$ cat config.mk
export PLATFORM = sky130hd
export DESIGN_NAME = axi_stream_fifo
export DESIGN_NICKNAME = d
export VERILOG_FILES = /design/src/rtl/axi_stream_fifo.sv
export SDC_FILE = /design/constraint.sdc
export NUM_CORES = 1
export LEC_CHECK = 0
export BUFFER_PORTS_ARGS = -buffer_cell sky130_fd_sc_hd__buf_2
export CORE_MARGIN = 8
export CORE_UTILIZATION = 53
export CTS_CLUSTER_SIZE = 28
export DETAILED_ROUTE_END_ITERATION = 8
export GPL_TIMING_DRIVEN = 0
export HOLD_SLACK_MARGIN = 0.12
export PLACE_DENSITY = 0.75
export RECOVER_POWER = 25
export SLEW_MARGIN = 0
export SYNTH_ARGS = -nofsm -noshare
export SYNTH_HDL_FRONTEND = slang
export SYNTH_SLANG_ARGS = --single-unit
$ cat constraint.sdc
create_clock -name clk -period 2.23 [get_ports clk]
set_input_delay 0.223 -clock clk [delete_from_list [all_inputs] [get_ports clk]]
set_output_delay 0.223 -clock clk [all_outputs]
set_load 0.05 [all_outputs]
$ cat src/rtl/axi_stream_fifo.sv
// axi_stream_fifo: synchronous valid/ready FIFO with occupancy count, watermarks and flush
//   clk, reset (sync, active-high), flush (sync clear)
//   wdata/wvalid/wready : write side, wready = !full
//   rdata/rvalid/rready : read side, first-word fall-through, rvalid = count != 0
//   count, full, empty, almost_full, almost_empty : decodes of the count register
//   err_sticky[1:0] (only with AXI_FIFO_ERR_EN): bit0 overflow attempt, bit1 underflow attempt
module axi_stream_fifo #(
    parameter int DATA_W    = 10,
    parameter int DEPTH     = 8,
    parameter int AF_THRESH = 6,
    parameter int AE_THRESH = 1
) (
    input  logic                       clk,
    input  logic                       reset,
    input  logic                       flush,
    input  logic [DATA_W-1:0]          wdata,
    input  logic                       wvalid,
    output logic                       wready,
    output logic [DATA_W-1:0]          rdata,
    output logic                       rvalid,
    input  logic                       rready,
    output logic [$clog2(DEPTH+1)-1:0] count,
`ifdef AXI_FIFO_ERR_EN
    output logic [1:0]                 err_sticky,
`endif
    output logic                       full,
    output logic                       empty,
    output logic                       almost_full,
    output logic                       almost_empty
);
    localparam int AW = $clog2(DEPTH);
    localparam int CW = $clog2(DEPTH + 1);

    logic [DATA_W-1:0] mem_q [DEPTH];
    logic [AW-1:0]     wptr_q, wptr_d, rptr_q, rptr_d;
    logic [CW-1:0]     count_q, count_d;
    logic              wr_fire, rd_fire;

    assign count        = count_q;
    assign full         = count_q == CW'(DEPTH);
    assign empty        = count_q == '0;
    assign wready       = !full;
    assign rvalid       = !empty;
    assign almost_full  = count_q >= CW'(AF_THRESH);
    assign almost_empty = count_q <= CW'(AE_THRESH);
    assign rdata        = mem_q[rptr_q];

    // Flush wins over both handshakes; the word offered in a flush cycle is dropped.
    always_comb begin
        wr_fire = wvalid && wready && !flush;
        rd_fire = rready && rvalid && !flush;
        wptr_d  = flush ? '0 : wptr_q + AW'(wr_fire);
        rptr_d  = flush ? '0 : rptr_q + AW'(rd_fire);
        count_d = flush ? '0 : count_q + CW'(wr_fire) - CW'(rd_fire);
    end

    always_ff @(posedge clk) begin
        if (reset) begin
            wptr_q  <= '0;
            rptr_q  <= '0;
            count_q <= '0;
        end else begin
            wptr_q  <= wptr_d;
            rptr_q  <= rptr_d;
            count_q <= count_d;
        end
    end

    always_ff @(posedge clk) begin
        if (wr_fire) mem_q[wptr_q] <= wdata;
    end

`ifdef AXI_FIFO_ERR_EN
    logic [1:0] err_q, err_d;

    assign err_sticky = err_q;

    always_comb err_d = flush ? 2'b00 : err_q | {rready && empty, wvalid && full};

    always_ff @(posedge clk) begin
        if (reset) err_q <= 2'b00;
        else       err_q <= err_d;
    end
`endif
endmodule

==> results.ini, run 1 <==
[status]
status = complete, but fails checks
violations = setup timing

[pwr]
leakage_nw = 1.51
p_int_w = 0.00256
power.density_mw_per_mm2 = 747
comb_power_share = 0.076
p_sw_frac = 0.227
pwr-share-seq = 0.559
power_w = 0.00331
pwr-share-clk = 0.364
power_switching_w = 0.000751
ir_drop_mv = 0.416

[floorplan]
core_mm2 = 0.00679
rows = 30
io_pins = 35
start_util = 0.546
fp.dieW_um = 99.7
dieArea_mm2 = 0.00993
dieHeight_um = 99.7

[logic_synthesis]
synth_area_mm2 = 0.00371
ys_seq_elements = 90
synth_top_area_share = 0.648
synthCells = 189
synth_top_cell_by_area = edfxtp_1
synthTopCellsByCount = 80 x edfxtp_1, 20 x mux4_1, 12 x ha_1, 10 x dfxtp_1, 10 x mux2_2
avgSynthCellArea_um2 = 19.6
synth_area_leaders = edfxtp_1 65%, mux4_1 14%, dfxtp_1 5.4%, ha_1 4.0%, mux2_2 3.0%
synth_edf_count = 80
yosysUniqueCellTypes = 27
ys_seq_area_frac = 0.702
synthMostInstantiatedCell = edfxtp_1
ys.flop_type = edfxtp_1
synth-async-reset-ratio = 0
syn_nets = 217
yosys_warnings = 0

[timing]
period_needed_ps = 2230
skew_ps = 10.4
worst_slew_pin_slew_ps = 783
fin_ws_ps = -1.88
rsz0062_at_grt = yes
finalHoldViolCount = 0
slew_viol_final = 0
relSlewSlack = 0.477
fmax_ghz = 0.448
setup_viol = 2
post-route-period-util = 1.00

[route]
detailedRoute.firstPassIterationCount = 4
top_layer_used = met4
vias = 1838
dr_wl_met3_um = 276
first_iter_violations = 109
met2_length_mm = 3.32
via_per_inst = 5.42
wl_per_cell_um = 19.3
wl_met1_mm = 2.84
routed_wl_mm = 6.56
drcViolationCount = 0
drtAntennaViolNets = 0

[run]
cap_violations = 0

[critical_path]
r2r_cells = 6
endpoint_kind = register
reg2reg_slack_ps = -2
arrival_ps = 2210
path_class = reg2reg
required_ps = 2210
worst-path-max-fanout = 10
worst_setup_path_start_kind = register

[grt]
grt_pass1_vias = 1885
grt_overflow_total = 0
grt_pass1_wl_mm = 9.94
antenna_found_initial = 0
grt_max_degree = 17
grt_use_total = 0.138

[final_layout]
fin_nets = 266
nFillCells = 472
register_area_mm2 = 0.00262
diodes = 0
post-route-cell-area_mm2 = 0.00443
area_delta_synth_final_pct = 19.5
drive_gt1_frac = 0.370
multiInputGateArea_mm2 = 0.00116

[clock_network]
clk_latency_ps = 350
clock-sinks = 90
cts_buffers = 9
cts_root_buf = clkbuf_8
tritoncts = built
cts_buffer_depth = 2
clkTransAtPathRegs_ps = 90
cts_max_level = 3

[placed_design]
dp_hpwl_mm = 4.04
placed_cell_area_mm2 = 0.00407
place_congestion = 0.707
numPortBuffers = 34

[worst_hold_path]
min_path_cells = 1
hp-class = in2reg

-- metal layers --
| metal | vias up | GRT usage |
|---|---|---|
| met5 | - | 0 |
| met4 | 0 | 0.0617 |
| met3 | 12 | 0.0496 |
| met2 | 49 | 0.224 |
| met1 | 919 | 0.161 |
| li1 | 858 | - |
-- placed cells by master (no fill, tap or decap), types with 2 or more instances in the layout --
cell type	n
buf_4	7
nor3_4	2
clkbuf_8	9
bufinv_16	2
buf_12	2
clkbuf_1	6
nor3_1	4
xnor2_1	2
clkbuf_2	2
dfxtp_1	5
nor2_2	6
clkinvlp_4	3
nand2b_1	2
dfxtp_4	4
inv_2	2
edfxtp_1	80
ha_1	8
and2_1	5
a21oi_1	3
inv_4	2
ha_4	4
clkinv_4	2
mux2_2	10
nor2_1	2
mux4_1	20
inv_1	4
buf_2	26
nand2_1	4
-- state kept, by name, indices dropped and copies added, names as in the netlist --
name,count
count,4
wptr_q,3
rptr_q,3
mem_q,80
-- logic make-up after synthesis --
kind of cell    synth area share
flops                      0.702
xor+xnor                 0.00708
buf+inv                   0.0196
fa+ha+maj                 0.0459
compound gates           0.00607
mux                        0.175
simple gates              0.0452
-- power by group through the flow --
stage	Clock [W]	Sequential (W)	Combinational [W]
floorplan	0	0.00190	0.000154
global placement	0	0.00189	0.000233
detailed placement	0	0.00189	0.000236
CTS	0.00123	0.00185	0.000241
global route	0.00129	0.00186	0.000269
finish	0.00121	0.00185	0.000252
-- critical path: stages, from the launching register on --
cell	delay [ps]
dfxtp_4	370
inv_4	50
ha_4	140
or3b_4	250
buf_4	110
nand3_1	230
nor2_2	710
-- worst paths after layout --
path | from | end
setup / recovery | count[2] | mem_q[5][3]
hold / removal | wdata[8] | mem_q[1][8]
setup reg to reg | count[2] | mem_q[5][3]
hold reg to reg | rptr_q[0] | rptr_q[0]
-- metrics by stage --
stage                     utilization  setup WS [ps]  TNS (ps)  instances  hold WS [ps]
after floorplan                     -           -262      -726        189           284
after global placement          0.599           -186     -6870        319           476
after global routing            0.653          -67.7     -1350        339           142
final                           0.653          -1.88     -2.32        339           147
after CTS                       0.639          -98.4     -98.4        335           126
after detailed placement        0.599           -222     -8130        319           479
-- what timing repair did --
item,4_1_cts,5_1_grt
buffers inserted,0,4
pin swaps,1,4
resized for setup,15,17
hold buffers,1,0
setup endpoints to repair,93,20
hold endpoints to repair,4,0
-- final cells by class --
| cell class | count | share of cell area |
|---|---|---|
| flip-flops and latches | 90 | 0.591 |
| plain buffers | 5 | 0.0124 |
| multi-input cells | 84 | 0.262 |
| clock inverters | 7 | 0.0229 |
| well taps | 96 | 0.0271 |
| clock buffers | 9 | 0.0279 |
| repair buffers | 39 | 0.0474 |
| inverters | 9 | 0.00959 |
(Power assumes the default switching activity.)
==> run 2, diff against run 1 <==
--- a/config.mk
+++ b/config.mk
@@ -7,12 +7,12 @@
 export LEC_CHECK = 0
 export BUFFER_PORTS_ARGS = -buffer_cell sky130_fd_sc_hd__buf_2
 export CORE_MARGIN = 8
-export CORE_UTILIZATION = 53
+export CORE_UTILIZATION = 55
+export CTS_BUF_LIST = sky130_fd_sc_hd__clkbuf_4
 export CTS_CLUSTER_SIZE = 28
 export DETAILED_ROUTE_END_ITERATION = 8
-export GPL_TIMING_DRIVEN = 0
 export HOLD_SLACK_MARGIN = 0.12
-export PLACE_DENSITY = 0.75
+export PLACE_DENSITY = 0.78
 export RECOVER_POWER = 25
 export SLEW_MARGIN = 0
 export SYNTH_ARGS = -nofsm -noshare
==> run 2 against run 1 <==
  * The run still ends with setup timing left
  * Maximum frequency decreased by 2.0%
  * Sequential share of layout area decreased by 1.7 points
  * Setup slack got worse by 46 ps
  * First-iteration DRC count decreased by 48%
  * Routed wire length increased by 5.8%
  * Clock skew increased by 15 ps
  * Non-clock buffer count increased by 16
  * Critical endpoint is now count[2]
==> results.ini, run 2 (same netlist as run 1, synthesis figures left out) <==
[status]
status = complete, but fails checks
violations = setup timing

[final_layout]
instances_no_fill = 339
diodes = 0
regMostFlops = mem_q
final_cell_mix = 80 x edfxtp_1, 19 x mux4_2, 18 x buf_2
mostFrequentLayoutCell = edfxtp_1
area_delta_synth_final_pct = 23.0
largest_register_ffs = 80
fin_nets = 282
drive_gt1_frac = 0.429

[floorplan]
dieArea_mm2 = 0.00963
core_mm2 = 0.00664
start_util = 0.558
rows = 30
dieHeight_um = 98.1
fp.dieW_um = 98.1
io_pins = 35

[critical_path]
reg2reg_slack_ps = -50
r2r-end = count[2]
endpoint_kind = register
arrival_ps = 2630
worst_setup_path_start_kind = register
critPathLaunch = count[2]
path_class = reg2reg
required_ps = 2580
rr_startpoint = count[2]
r2r_cells = 13
worst-path-max-fanout = 3

[route]
via_per_inst = 5.64
drcViolationCount = 0
vias = 1911
wl_per_cell_um = 20.5
drtAntennaViolNets = 0
routed_wl_mm = 6.94
detailedRoute.firstPassIterationCount = 4
first_iter_violations = 57

[timing]
slew_viol_final = 0
finalHoldViolCount = 0
fin_setup_tns_ps = -79.3
setup_viol = 3
fin_ws_ps = -47.8
relSlewSlack = 0.477
rsz0062_at_grt = yes
skew_ps = 25.0
fmax_ghz = 0.439
period_needed_ps = 2280
worst_slew_pin_slew_ps = 784
post-route-period-util = 1.02

[placed_design]
dp_hpwl_mm = 3.87
place_congestion = 0.739
numPortBuffers = 34
placed_cells = 306

[grt]
grt_overflow_total = 0
grt_max_degree = 22
grt_pass1_vias = 2008
antenna_found_initial = 0
grt_pass1_wl_mm = 10.3
grt_use_total = 0.144

[worst_hold_path]
worstHoldStart = wvalid
min_path_cells = 6
min_to = wptr_q[0]
hp-class = in2reg

[clock_network]
cts_max_level = 3
clkTransAtPathRegs_ps = 140
cts_buffer_depth = 2
cts_root_buf = clkbuf_4
clk_latency_ps = 440
clock-sinks = 90
cts_buffers = 9
tritoncts = built

[pwr]
leakage_nw = 1.57
power.density_mw_per_mm2 = 694
ir_drop_mv = 0.325

[run]
cap_violations = 0

-- run 2: changes by cell type in the layout (fill, tap and decap cells not counted), sizes merged --
cell	change
inv	+2
clkinv	-1
dlygate4sd3	+11
clkinvlp	-1
buf	+5
-- run 2: metal layers --
| layer | wire, um | GRT usage |
|---|---|---|
| met3 | 349 | 0.0356 |
| met1 | 2960 | 0.169 |
| met4 | 125 | 0.0791 |
| met2 | 3500 | 0.240 |
| met5 | 0 | 0 |
-- run 2: timing repair --
action | CTS | global route
setup buffers | 1 | 1
endpoints found under the hold margin | 84 | 0
hold buffers | 12 | 0
endpoints found under the setup margin | 57 | 13
cloned | 1 | 2
pin swaps | 1 | 2
resized for setup | 38 | 34
-- run 2: power by group --
part | internal [W] | switching (W)
registers | 0.00185 | 0.0000109
logic | 0.000117 | 0.000179
clock network | 0.000463 | 0.000549
-- run 2: how the worst max path moves through the flow --
stage	depth (start not counted)	endpoint	slack (ps)
global placement	12	count[1]	-30
global route	13	count[2]	-180
floorplan	11	count[1]	-260
detailed placement	13	count[2]	-110
finish	13	count[2]	-50
CTS	13	count[2]	-90
-- run 2: final cells by class --
class | instances | area, um^2
fillers | 438 | 2080
clock inverters | 7 | 97.6
repair buffers | 60 | 548
inverters | 9 | 42.5
well taps | 80 | 100
clock buffers | 9 | 67.6
flip-flops and latches | 90 | 2620
multi-input cells | 84 | 1090
-- run 2: critical path: stages, from the launching register on --
cell,delay [ps]
dfxtp_4,380
inv_4,40
buf_6,110
ha_4,170
nand2_8,70
clkinvlp_4,90
nor3b_4,200
ha_1,260
inv_1,70
ha_2,180
inv_2,40
fa_2,330
xor2_1,150
nor3_2,120
-- run 2: through the flow --
| stage | hold slack (ps) | setup slack [ps] | total power (W) | area (um^2) | utilization |
|---|---|---|---|---|---|
| floorplan | 284 | -262 | 0.00206 | 3780 | - |
| finish | 456 | -47.8 | 0.00316 | 4560 | 0.687 |
| detailed placement | 482 | -108 | 0.00214 | 4090 | 0.615 |
| CTS | 446 | -94.6 | 0.00316 | 4500 | 0.678 |
| global route | 537 | -181 | 0.00326 | 4560 | 0.687 |
| global placement | 474 | -26.9 | 0.00213 | 4090 | 0.615 |
==> run 3, diff against run 2 <==
--- a/config.mk
+++ b/config.mk
@@ -7,12 +7,12 @@
 export LEC_CHECK = 0
 export BUFFER_PORTS_ARGS = -buffer_cell sky130_fd_sc_hd__buf_2
 export CORE_MARGIN = 8
-export CORE_UTILIZATION = 55
+export CORE_UTILIZATION = 23
 export CTS_BUF_LIST = sky130_fd_sc_hd__clkbuf_4
 export CTS_CLUSTER_SIZE = 28
 export DETAILED_ROUTE_END_ITERATION = 8
 export HOLD_SLACK_MARGIN = 0.12
-export PLACE_DENSITY = 0.78
+export MAX_ROUTING_LAYER = met4
 export RECOVER_POWER = 25
 export SLEW_MARGIN = 0
 export SYNTH_ARGS = -nofsm -noshare
==> run 3 against run 2 <==
  * The flow still finishes with violations (setup timing)
  * Maximum frequency grew 1.0%
  * Highest routed layer unchanged
  * Largest cell class unchanged
  * Via count down 0.42%
  * Cell count grew 41%
  * First-iteration DRC count grew to 2.6 times the previous value
  * Critical path type is now reg2out
==> results.ini, run 3 (same netlist as run 1, synthesis figures left out) <==
[status]
status = complete, but fails checks
violations = setup timing

[critical_path]
slowest_stage = mux4_2
crit_family = multiplexers
endpoint_kind = output pin
reg2reg_slack_ps = -20
critical-path-max-stage-delay_ps = 490
critPathBufInv = 2
path_class = reg2out
r2r_cells = 13
worst-path-max-fanout = 5
worst_setup_path_start_kind = register
rr_startpoint = count[2]
r2r-end = count[2]
required_ps = 2010
crit_chain = clkbuf_16 > mux4_2 > mux2_4 > buf_8
arrival_ps = 2030

[floorplan]
io_pins = 35
dieArea_mm2 = 0.0204
rows = 46
dieHeight_um = 143
start_util = 0.234
fp.dieW_um = 143
core_mm2 = 0.0158

[worst_hold_path]
min_path_cells = 5
hp-class = in2reg
min_to = rptr_q[0]
worstHoldStart = rready

[placed_design]
numPortBuffers = 34
placed_cell_area_mm2 = 0.00428
placed_cells = 445
dp_hpwl_mm = 4.74
place_congestion = 0.731

[timing]
worst_slew_pin_slew_ps = 738
slew_viol_final = 0
finalHoldViolCount = 0
post-route-period-util = 1.01
fin_setup_tns_ps = -104
relSlewSlack = 0.507
period_needed_ps = 2250
rsz0062_at_grt = yes
holdWs_ps = 427
fmax_ghz = 0.443
skew_ps = 16.3
setup_viol = 8
fin_ws_ps = -24.8

[final_layout]
fin_nets = 287
area_delta_synth_final_pct = 28.6
diodes = 0
mostFrequentLayoutCell = edfxtp_1
post-route-cell-area_mm2 = 0.00477
multiInputGateArea_mm2 = 0.00108
largest_register_ffs = 80
nFillCells = 1568
regMostFlops = mem_q
register_area_mm2 = 0.00262
drive_gt1_frac = 0.433
instances_no_fill = 479
final_cell_mix = 80 x edfxtp_1, 20 x mux4_2, 17 x buf_2

[route]
wl_per_cell_um = 16.0
drcViolationCount = 0
detailedRoute.firstPassIterationCount = 4
first_iter_violations = 146
routed_wl_mm = 7.65
via_per_inst = 3.97
drtAntennaViolNets = 0
vias = 1903

[grt]
antenna_found_initial = 0
grt_overflow_total = 0
grt_max_degree = 22
grt_use_total = 0.0783
grt_pass1_wl_mm = 11.5
grt_pass1_vias = 2128

[clock_network]
clk_latency_ps = 420
clkTransAtPathRegs_ps = 140
cts_root_buf = clkbuf_4
cts_buffers = 9
cts_buffer_depth = 2
tritoncts = built
cts_max_level = 3
clock-sinks = 90

[pwr]
power.density_mw_per_mm2 = 681
power_w = 0.00325
leakage_nw = 1.60
ir_drop_mv = 0.224

[run]
cap_violations = 0

## run 3: worst register-to-register path, stage by stage (launching register included)
cell and delay [ps]:
dfxtp_4 380, inv_4 40, buf_6 110, ha_4 170, nand2_8 70, clkinvlp_4 90, nor3b_4 200, ha_1 260
inv_1 60, ha_2 170, inv_2 40, fa_2 330, xor2_1 160, nor3_1 120
## run 3: power by group
part | switching [W] | internal, W | total, W | leakage, nW
clock | 0.000520 | 0.000576 | 0.00110 | 0.0945
sequential | 0.00000830 | 0.00185 | 0.00185 | 0.807
combinational | 0.000182 | 0.000118 | 0.000300 | 0.701
total | 0.000710 | 0.00254 | 0.00325 | 1.60
## run 3: per-stage QoR
step                      worst slack (ps)   util
after floorplan                       -262      -
after global placement               -48.1  0.271
after detailed placement              -118  0.271
after CTS                            -84.1  0.301
after global routing                  -163  0.302
final                                -24.8  0.302
## run 3: worst max-delay path by stage
stage	start	endpoint	slack, ps	cells after the start
floorplan	count[3]	count[1]	-260	11
global placement	count[2]	count[2]	-50	11
detailed placement	count[2]	mem_q[6][5]	-120	5
CTS	rptr_q[1]	rdata[0]	-80	4
global route	count[2]	count[2]	-160	13
finish	rptr_q[1]	rdata[6]	-20	4
## run 3: layout make-up
type,count,share of cell area
inverters,9,0.00891
multi-input cells,84,0.226
repair buffers,65,0.122
flip-flops and latches,90,0.549
well taps,216,0.0566
clock buffers,10,0.0157
clock inverters,5,0.0215
## run 3: timing repair
item / CTS / global route
gates cloned: 2 / 1
endpoints found under the setup margin: 86 / 13
hold buffers: 12 / 0
setup buffers: 3 / 1
resized for setup: 42 / 30
pin swaps: 0 / 2
hold endpoints to repair: 84 / 0
## run 3: metal layers
metal	routed length, um	track usage	up-vias
li1	-	-	885
met1	3460	0.0872	979
met2	3860	0.131	29
met3	229	0.0190	10
met4	101	0.0347	0
met5	0	-	-
